`config.mk`:
```
export PLATFORM = sky130hd
export DESIGN_NAME = div_freq
export DESIGN_NICKNAME = d
export VERILOG_FILES = /design/src/rtl/div_freq.sv
export SDC_FILE = /design/constraint.sdc
export NUM_CORES = 1
export LEC_CHECK = 0
export CORE_AREA = 2 2 39 41
export DETAILED_ROUTE_END_ITERATION = 6
export DIE_AREA = 0 0 41 43
export DONT_BUFFER_PORTS = 1
export PLACE_DENSITY = 0.38
export RECOVER_POWER = 100
export SYNTH_ARGS = -nofsm -noshare
export SYNTH_HDL_FRONTEND = slang
export SYNTH_SLANG_ARGS = --single-unit
```
`constraint.sdc`:
```
create_clock -name clk -period 1.5 [get_ports clk]
set_input_delay 0.15 -clock clk [delete_from_list [all_inputs] [get_ports clk]]
set_output_delay 0.15 -clock clk [all_outputs]
set_load 0.01 [all_outputs]
```
`src/rtl/div_freq.sv`:
```
// -----------------------------------------------------------------------------
// div_freq
//   Programmable clock-enable divider producing the PCM serial bit clock bclk
//   from the system clock clk. bclk is a registered square wave that advances
//   one count per clk edge on which en_clk is high. Single-cycle rise/fall
//   strobes let downstream samplers stay in the clk domain.
//
// Parameters
//   DIV_HALF : enabled clk cycles per bclk half-period (legal 1..65535)
//
// Ports
//   clk       in  : system clock, rising edge, the only clock
//   reset     in  : asynchronous, active-high reset
//   en_clk    in  : count enable
//   bclk      out : divided bit clock, registered
//   bclk_rise out : one-clk pulse in the cycle bclk becomes 1
//   bclk_fall out : one-clk pulse in the cycle bclk becomes 0
//
// Configuration macro
//   DIVFREQ_GATE_IDLE_LOW_EN : when defined, en_clk=0 clears the counter and
//     parks bclk low (microphone idle); a falling strobe is emitted if bclk
//     was high. When undefined, en_clk=0 simply freezes counter and bclk.
// -----------------------------------------------------------------------------
module div_freq #(
    parameter int DIV_HALF = 2
) (
    input  logic clk,
    input  logic reset,
    input  logic en_clk,
    output logic bclk,
    output logic bclk_rise,
    output logic bclk_fall
);

    // Counter only has to hold 0..DIV_HALF-1; keep at least one bit.
    localparam int CNT_W = (DIV_HALF < 2) ? 1 : $clog2(DIV_HALF + 1);
    localparam logic [CNT_W-1:0] LAST = CNT_W'(DIV_HALF - 1);

    logic [CNT_W-1:0] r_cnt;
    logic             r_bclk;
    logic             r_rise;
    logic             r_fall;
    logic             w_last;

    // The compare is the only wrap path, so r_cnt never exceeds LAST.
    assign w_last = (r_cnt == LAST);

    // NOTE: sequential state uses non-blocking assignments so every register
    // samples the pre-edge values, e.g. the strobes below read the old r_bclk.
    always_ff @(posedge clk or posedge reset) begin
        if (reset) begin
            r_cnt  <= '0;
            r_bclk <= 1'b0;
            r_rise <= 1'b0;
            r_fall <= 1'b0;
        end else if (en_clk) begin
            r_rise <= 1'b0;
            r_fall <= 1'b0;
            if (w_last) begin
                r_cnt  <= '0;
                r_bclk <= ~r_bclk;
                // Strobe matches the direction of the toggle being made now.
                r_rise <= ~r_bclk;
                r_fall <= r_bclk;
            end else begin
                r_cnt <= r_cnt + 1'b1;
            end
        end else begin
`ifdef DIVFREQ_GATE_IDLE_LOW_EN
            // Idle: restart a fresh low half-period once enable returns.
            r_cnt  <= '0;
            r_bclk <= 1'b0;
            r_rise <= 1'b0;
            r_fall <= r_bclk;
`else
            // Paused: counter and bclk hold, stretching the half-period.
            r_rise <= 1'b0;
            r_fall <= 1'b0;
`endif
        end
    end

    assign bclk      = r_bclk;
    assign bclk_rise = r_rise;
    assign bclk_fall = r_fall;

endmodule

```
==> results of run 1 <==
-- layer usage --
metal	wire length [um]	GRT usage	part of all wire	up-vias
met3	48	0.0524	0.17	4
met4	25	0.0800	0.087	0
li1	-	-	-	50
met1	114	0.0452	0.39	51
met2	101	0.0531	0.35	8
met5	0	0	0	-
-- final timing paths --
kind / depth (start not counted) / startpoint / endpoint / slack (ns)
setup / recovery: 2 / r_cnt[1] / bclk / 0.62
hold reg to reg: 1 / r_cnt[0] / r_cnt[0] / 0.49
max in group asynchronous: 2 / reset / r_cnt[0] / 1.08
setup reg to reg: 2 / r_cnt[1] / bclk / 0.62
min in group asynchronous: 2 / reset / bclk / 0.25
hold / removal: 1 / en_clk / r_cnt[1] / 0.02
-- logic make-up after synthesis --
| kind of cell | count (synthesis) | synth area share |
|---|---|---|
| simple gates | 3 | 0.143 |
| compound gates | 1 | 0.0390 |
| flops | 5 | 0.649 |
| buf+inv | 2 | 0.0390 |
| xor+xnor | 2 | 0.130 |
-- Yosys cell counts --
cell	count	area, um^2
xnor2_2	1	16.3
nand3b_4	1	20.0
dfrtp_1	5	125
xor2_1	1	8.76
a21boi_0	1	7.51
nor2_1	2	7.51
inv_1	2	7.51
-- layout by cell type, fill, tap and decap left out --
cell	Yosys	routed
clkbuf_1	0	1
nand3b_1	0	1
xnor2_2	1	1
a21boi_0	1	1
xor2_1	1	1
nor2_1	2	2
dlygate4sd3_1	0	2
dfrtp_1	5	5
inv_1	2	2
clkbuf_4	0	3
-- final cells by class --
| type | count | area [um^2] | share of cell area |
|---|---|---|---|
| repair buffers | 2 | 20.0 | 0.0812 |
| well taps | 16 | 20.0 | 0.0812 |
| inverters | 2 | 7.51 | 0.0305 |
| flip-flops and latches | 5 | 125 | 0.508 |
| clock buffers | 4 | 26.3 | 0.107 |
| multi-input cells | 6 | 47.5 | 0.193 |
-- flip-flops by register name (all words and copies together), names as in the netlist --
name and cells:
bclk_rise 1, r_cnt 2, bclk 1, bclk_fall 1
-- what timing repair did --
item,4_1_cts,5_1_grt
hold endpoints to repair,6,0
buffers inserted,0,0
hold buffers,2,0
resized for setup,0,0
-- metrics by stage --
stage	area, um^2	util
global placement	213	0.154
finish	246	0.178
detailed placement	213	0.154
floorplan	193	-
CTS	259	0.187
global route	246	0.178
-- report_power, final --
part | internal, uW | leakage [uW] | switching (uW)
sequential | 179 | 0.0000642 | 53.5
combinational | 41.5 | 0.0000396 | 26.2
clock | 100 | 0.0000150 | 53.9
-- worst max-delay path: cells and delay by family, from the launching register on --
kind	cells	cell delay, ns
simple gates	1	0.23
xor+xnor	1	0.16
flops	1	0.37
==> results.md, run 1 <==
- Antenna viol nets, final: 0
- Avg Cell Area, Syn: 14.8 um^2
- Fill cells: 154
- Worst Path Required: 1.62 ns
- Hold Path Class: in -> reg
- Slew margin rel.: 0.841
- Post-route DRC: 0
- Fin Clk Skew: 0.000879 ns
- Drt wl/cell: 8.26 um
- First-pass GRT wire length: 496 um
- Mapped Area: 193 um^2
- CP Cell Sequence: nand3b_1 -> xnor2_2
- Setup TNS: 0 ns
- Non-filler instance count after layout: 35
- CP max stage delay: 0.37 ns
- H-tree depth: 1
- Die footprint: 1760 um^2
- Die Span X: 41 um
- Drt first pass iters: 1
- Via count: 113
- Worst setup SP type: flip-flop
- Drt via density: 3.23
- Status: complete, no violations
- P_leak: 0.000119 uW
- Final min period: 0.884 ns
- Synth Register Bits: 5
- Vias in the first global route: 126
- Setup crit end kind: flip-flop
- Diode count: 0
- Clk buf depth: 2
- DRT iter0 DRCs: 0
- Area delta synth->final: 27.9%
- Hold Fails Final Rpt: 0
- GPL Wtd Cong: 0.520
- Initial antenna violation count: 0
- Fmax: 1.13 GHz
- Gr usage total: 0.0533
- Clock Latency Late Sink: 0.24 ns
- RSZ-0062 raised after global routing: false
- DRT Wirelength: 289 um
- Post-placement cell count: 29
- Slowest CP cell: dfrtp_1
- Final worst-path setup slack: 0.616 ns
- Post-place setup slack: 0.711 ns
- Kind of critical path: reg -> reg
- Sequential share of the synthesized area: 0.649
- Core area: 1380 um^2
- Grt ovf: 0
- FP Rows: 14
- Worst-path clk slew: 0.04 ns
- Max-capacitance violation count: 0
- Final Slew Violations: 0
- Num ports: 6
- Starting Density: 0.139
- Layout cell share with drive strength beyond 1: 0.211
- Power Density: 1840 nW/um^2
- Part of the cycle the worst path needs: 0.590
- TritonCTS clock tree: yes
- Total CTS buffers: 3
- Final setup viols: 0
- Maximum VDD drop: 0.000237 V
- Largest net degree at the start of global routing: 6
- Synthesized netlist cell count: 13
- CTS root buf: clkbuf_4
- Yosys warns: 0
- IO Port Bufs: 0
- Worst path arrival time: 1.00 ns
- Worst-path fanout max: 3
- Clk sinks: 5
- Fin Hold WS: 0.0184 ns
- Pwr Total: 454 uW
- Syn Nets: 16
- Nets@finish: 23
- Die height: 43 um
- Distinct cells, synth: 7
- Worst-Margin Slew: 0.239 ns
(Power assumes the default switching activity.)
==> inputs of run 2 (changes only) <==
==> constraint.sdc (replaced) <==
create_clock -name clk -period 0.85 [get_ports clk]
set_input_delay 0.085 -clock clk [delete_from_list [all_inputs] [get_ports clk]]
set_output_delay 0.085 -clock clk [all_outputs]
set_load 0.01 [all_outputs]
==> run 2 against run 1 <==
  * Combinational power grew 110%
  * Global-route usage is essentially flat
  * Via count shrank 8.8%
  * Power grew 83%
  * Utilization grew 0.90 points
  * Cell count is the same
  * Sequential power grew 83%
  * Clock-buffer cell count is the same
  * Wire length grew 9.7%
  * Largest cell class unchanged
  * Highest routed layer is now met3
==> results.md, run 2 (synthesized netlist as in run 1, its figures left out) <==
- Final Slew Violations: 0 (unchanged)
- Drt first pass iters: 1 (unchanged)
- Max-capacitance violation count: 0 (unchanged)
- Hold Path Class: in -> reg (unchanged)
- CP max stage delay: 0.37 ns (about the same)
- Drt via density: 2.94 (was 3.23)
- First-pass GRT wire length: 489 um (was 496 um)
- Worst-path clk slew: 0.04 ns (about the same)
- RR Startpoint: r_cnt[1] (unchanged)
- Slowest CP cell: dfrtp_1 (unchanged)
- CP Cell Sequence: nand3b_4 -> xnor2_2 (was nand3b_1 -> xnor2_2)
- Setup crit end kind: flip-flop (unchanged)
- R2r setup slk: 0.04 ns (was 0.62 ns)
- H-tree depth: 1 (unchanged)
- Clk buf depth: 2 (unchanged)
- Antenna viol nets, final: 0 (unchanged)
- Commonest non-fill, non-tap cell in the layout: dfrtp_1 (unchanged)
- Fin util: 0.187 (was 0.178)
- Gr usage total: 0.0532 (was 0.0533)
- Vias in the first global route: 138 (was 126)
- Part of the cycle the worst path needs: 0.957 (was 0.590)
- Nets@finish: 23 (unchanged)
- P_leak: 0.000132 uW (was 0.000119 uW)
- Fmax: 1.23 GHz (was 1.13 GHz)
- Die footprint: 1760 um^2 (unchanged)
- Worst setup path startpoint: r_cnt[1] (unchanged)
- Worst R2R End: bclk (unchanged)
- RSZ-0062 raised after global routing: false (unchanged)
- Num ports: 6 (unchanged)
- Fin Clk Skew: 0.00467 ns (was 0.000879 ns)
- DRT iter0 DRCs: 0 (unchanged)
- Status: complete, no violations (unchanged)
- Hold Fails Final Rpt: 0 (unchanged)
- Setup TNS: 0 ns (unchanged)
- Largest net degree at the start of global routing: 6 (unchanged)
- Post-route DRC: 0 (unchanged)
- Clk sinks: 5 (unchanged)
- R2R depth: 2 (unchanged)
- Kind of critical path: reg -> reg (unchanged)
- Starting Density: 0.139 (unchanged)
- Area delta synth->final: 34.4% (was 27.9%)
- Slew margin rel.: 0.839 (was 0.841)
- Maximum VDD drop: 0.000413 V (was 0.000237 V)
- Final min period: 0.813 ns (was 0.884 ns)
- Worst setup SP type: flip-flop (unchanged)
- Post-CTS setup buffers: 0 (unchanged)
- Layout cell share with drive strength beyond 1: 0.263 (was 0.211)
- IO Port Bufs: 0 (unchanged)
- Critical Path End: bclk (unchanged)
- DRT Wirelength: 317 um (was 289 um)
- Worst-path fanout max: 3 (unchanged)
- Via count: 103 (was 113)
- TritonCTS clock tree: yes (unchanged)
- Diode count: 0 (unchanged)
- Worst-Margin Slew: 0.241 ns (was 0.239 ns)
- Initial antenna violation count: 0 (unchanged)
- Drt wl/cell: 9.06 um (was 8.26 um)
- Max FFs per register: 2 (unchanged)
- GPL Wtd Cong: 0.508 (was 0.520)
- Total CTS buffers: 3 (unchanged)
- Final setup viols: 0 (unchanged)
- Worst path arrival time: 0.92 ns (was 1.00 ns)
- Worst Path Required: 0.96 ns (was 1.62 ns)
- Commonest cells after routing, fill and taps aside: dfrtp_1, clkbuf_4, inv_1, nor2_1, dlygate4sd3_1 (unchanged)
- Die Span X: 41 um (unchanged)
- FP Rows: 14 (unchanged)
- Grt ovf: 0 (unchanged)
- Clock Latency Late Sink: 0.24 ns (about the same)
- Power Density: 3210 nW/um^2 (was 1840 nW/um^2)
- Core area: 1380 um^2 (unchanged)
- Die height: 43 um (unchanged)
- Largest reg by FF count: r_cnt (unchanged)
- CTS root buf: clkbuf_4 (unchanged)
## run 2: cell counts in the layout (fill, tap and decap cells not counted)
Identical to the previous run, type by type.
## run 2: critical path: cells and delay by family (launching register included)
kind                      cells  cell delay (ns)
xor gates and xnor gates      1             0.14
DFF                           1             0.37
and+or+nand+nor               1             0.18
## run 2: worst min-delay path by stage
stage                           end  cells past startpoint   start  slack [ns]
after floorplan                bclk                      1   reset       -0.14
after global placement         bclk                      1   reset       -0.13
after detailed placement  bclk_rise                      1   reset       -0.11
after CTS                  r_cnt[0]                      1  en_clk       -0.08
after global routing      bclk_rise                      2  en_clk       0.003
final                     bclk_rise                      2  en_clk      0.0008
## run 2: final cells by class
| cell class | instances | area, um^2 |
|---|---|---|
| Timing Repair Buffer | 2 | 20.0 |
| Inverter | 2 | 7.51 |
| Sequential cell | 5 | 125 |
| Clock buffer | 4 | 26.3 |
| Multi-Input combinational cell | 6 | 60.1 |
| Tap cell | 16 | 20.0 |
| Fill cell | 155 | 1120 |
## run 2: power breakdown
| group | leakage [uW] | total, uW | switching [uW] | internal [uW] |
|---|---|---|---|---|
| clock network | 0.0000150 | 266 | 89.2 | 177 |
| registers | 0.0000642 | 425 | 110 | 315 |
| logic | 0.0000524 | 140 | 54.0 | 86.3 |
| total | 0.000132 | 831 | 253 | 579 |
## run 2: metrics by stage
| step | cells | total power (uW) | instance area (um^2) | setup slack, ns | hold WS (ns) |
|---|---|---|---|---|---|
| finish | 35 | 831 | 259 | 0.0365 | 0.000836 |
| CTS | 34 | 852 | 249 | 0.0323 | -0.0796 |
| detailed placement | 29 | 564 | 213 | 0.0449 | -0.112 |
| global placement | 29 | 545 | 213 | 0.0717 | -0.127 |
| floorplan | 13 | 531 | 193 | 0.0857 | -0.136 |
| global route | 35 | 890 | 259 | 0.0127 | 0.00299 |
## run 2: repair_timing
action | CTS | global route
hold buffers | 1 | 1
setup endpoints to repair | 0 | 0
gates resized for setup | 0 | 0
hold endpoints to repair | 8 | 2
## run 2: metal layers
| layer | vias to the layer above | global-route usage | part of all wire |
|---|---|---|---|
| li1 | 51 | - | - |
| met3 | 0 | 0.0576 | 0.14 |
| met1 | 46 | 0.0354 | 0.40 |
| met4 | 0 | 0.0800 | 0 |
| met2 | 6 | 0.0594 | 0.46 |
| met5 | - | 0 | 0 |
==> inputs of run 3 (changes only) <==
--- a/config.mk
+++ b/config.mk
@@ -6,6 +6,7 @@
 export NUM_CORES = 1
 export LEC_CHECK = 0
 export CORE_AREA = 2 2 39 41
+export CTS_BUF_LIST = sky130_fd_sc_hd__clkbuf_16
 export DETAILED_ROUTE_END_ITERATION = 6
 export DIE_AREA = 0 0 41 43
 export DONT_BUFFER_PORTS = 1
==> run 3 against run 2 <==
  * Sequential power about the same
  * Cell count unchanged
  * Critical path type unchanged
  * Non-clock buffer count unchanged
  * Fmax increased by 0.72%
  * Largest power group is now the clock network
  * Combinational power about the same
  * Clock power increased to 2.8 times the previous value
  * Global-route usage increased by 0.50 points
==> results.md, run 3 (synthesized netlist as in run 1, its figures left out) <==
- Grt ovf: 0 (unchanged)
- Hold worst-path end: bclk_rise (unchanged)
- Worst Path Required: 0.95 ns (was 0.96 ns)
- Fin Clk Skew: 0.000705 ns (was 0.00467 ns)
- Kind of critical path: reg -> reg (unchanged)
- DRT iter0 DRCs: 0 (unchanged)
- Total CTS buffers: 3 (unchanged)
- Pwr Total: 1320 uW (was 831 uW)
- Register Area: 125 um^2 (unchanged)
- Drt wl/cell: 9.91 um (was 9.06 um)
- Starting Density: 0.139 (unchanged)
- Clk sinks: 5 (unchanged)
- Setup TNS: 0 ns (unchanged)
- Top Usage Layer GRT: met2 (was met4)
- CP max stage delay: 0.37 ns (about the same)
- Commonest cells after routing, fill and taps aside: dfrtp_1, inv_1, clkbuf_16 (was dfrtp_1, clkbuf_4, inv_1, nor2_1, dlygate4sd3_1)
- First-pass GRT wire length: 545 um (was 489 um)
- TritonCTS clock tree: yes (unchanged)
- Clk buf depth: 2 (unchanged)
- Layout cell share with drive strength beyond 1: 0.263 (unchanged)
- FP Rows: 14 (unchanged)
- Post-route DRC: 0 (unchanged)
- Worst setup SP type: flip-flop (unchanged)
- Final setup viols: 0 (unchanged)
- Drt first pass iters: 1 (unchanged)
- Final Slew Violations: 0 (unchanged)
- Worst-path clk slew: 0.03 ns (was 0.04 ns)
- Die footprint: 1760 um^2 (unchanged)
- Final min period: 0.808 ns (was 0.813 ns)
- Met1 GRT Util: 0.0450 (was 0.0354)
- Nets@finish: 23 (unchanged)
- Diode count: 0 (unchanged)
- GPL Wtd Cong: 0.508 (unchanged)
- Slowest CP cell: dfrtp_1 (unchanged)
- Worst setup path startpoint: r_cnt[1] (unchanged)
- Part of the cycle the worst path needs: 0.950 (was 0.957)
- Antenna viol nets, final: 0 (unchanged)
- Die Span X: 41 um (unchanged)
- Fin util: 0.225 (was 0.187)
- Worst R2R End: bclk (unchanged)
- Die height: 43 um (unchanged)
- Crit path max-delay family: flip-flops (unchanged)
- Max-capacitance violation count: 0 (unchanged)
- Met3 GRT Util: 0.0681 (was 0.0576)
- Status: complete, no violations (unchanged)
- Power Density: 4230 nW/um^2 (was 3210 nW/um^2)
- Commonest non-fill, non-tap cell in the layout: dfrtp_1 (unchanged)
- Hold Path Stages: 2 (unchanged)
- Largest reg by FF count: r_cnt (unchanged)
- RSZ-0062 raised after global routing: false (unchanged)
- Worst-path fanout max: 3 (unchanged)
- R2R depth: 2 (unchanged)
- Worst path arrival time: 0.91 ns (was 0.92 ns)
- IO Port Bufs: 0 (unchanged)
- P_leak: 0.000159 uW (was 0.000132 uW)
- R2r setup slk: 0.04 ns (about the same)
- Via count: 108 (was 103)
- Largest net degree at the start of global routing: 6 (unchanged)
- Vias in the first global route: 144 (was 138)
- DRT Wirelength: 347 um (was 317 um)
- Worst-Margin Slew: 0.237 ns (was 0.241 ns)
- Maximum VDD drop: 0.000783 V (was 0.000413 V)
- Multi-input logic area: 60.1 um^2 (unchanged)
- Core area: 1380 um^2 (unchanged)
- CP Cell Sequence: nand3b_4 -> xnor2_2 (unchanged)
- H-tree depth: 1 (unchanged)
- Setup crit end kind: flip-flop (unchanged)
- Slew margin rel.: 0.842 (was 0.839)
- CTS root buf: clkbuf_16 (was clkbuf_4)
- Num ports: 6 (unchanged)
- Fmax: 1.24 GHz (was 1.23 GHz)
- Fill cells: 147 (was 155)
- Met2 Usage GRT: 0.0688 (was 0.0594)
- Critical path buffer and inverter count: 0 (unchanged)
- Hold Fails Final Rpt: 0 (unchanged)
- Hold Path Class: in -> reg (unchanged)
- Drt via density: 3.09 (was 2.94)
- Area delta synth->final: 61.7% (was 34.4%)
- RR Startpoint: r_cnt[1] (unchanged)
- Clock Latency Late Sink: 0.22 ns (was 0.24 ns)
- Initial antenna violation count: 0 (unchanged)
- Hold Startpoint: en_clk (unchanged)
- Max FFs per register: 2 (unchanged)
- Gr usage total: 0.0582 (was 0.0532)
==> run 3: cell types whose count changed in the layout (fill, tap and decap cells not counted), sizes merged <==
cell,delta
clkbuf,-1
inv,+1
==> run 3: timing repair <==
item	4_1_cts	5_1_grt
hold buffers	2	0
endpoints found under the hold margin	7	0
gates resized for setup	0	0
buffers inserted	0	0
setup endpoints to repair	0	0
==> run 3: final cells by class <==
type / count / area share
well taps: 16 / 0.0643
multi-input cells: 6 / 0.193
inverters: 2 / 0.0241
clock inverters: 1 / 0.0120
repair buffers: 2 / 0.0643
flip-flops and latches: 5 / 0.402
clock buffers: 3 / 0.241
==> run 3: stage by stage <==
| step | instance area, um^2 | cells | hold WS, ns | worst slack (ns) |
|---|---|---|---|---|
| after floorplan | 193 | 13 | -0.136 | 0.0857 |
| after global placement | 213 | 29 | -0.127 | 0.0717 |
| after detailed placement | 213 | 29 | -0.112 | 0.0449 |
| after CTS | 312 | 35 | 0.0199 | 0.0336 |
| after global routing | 312 | 35 | 0.0274 | 0.0154 |
| final | 312 | 35 | 0.0173 | 0.0423 |
==> run 3: how the worst max path moves through the flow <==
stage          slack [ns]  depth (start not counted)    to
6_report             0.04                          2  bclk
5_1_grt              0.02                          2  bclk
4_1_cts              0.03                          2  bclk
3_5_place_dp         0.04                          2  bclk
3_3_place_gp         0.07                          2  bclk
2_1_floorplan        0.09                          2  bclk
==> run 3: power breakdown <==
part	total [uW]	switching [uW]	internal [uW]
Clock	754	146	609
Combinational	139	52.6	86.2
Sequential	425	109	316
Total	1320	308	1010
==> run 3: layer usage <==
| metal | share of wire | vias up | wire length, um |
|---|---|---|---|
| li1 | - | 50 | - |
| met1 | 0.40 | 52 | 140 |
| met2 | 0.47 | 6 | 164 |
| met3 | 0.12 | 0 | 42 |
| met4 | 0 | 0 | 0 |
| met5 | 0 | - | 0 |
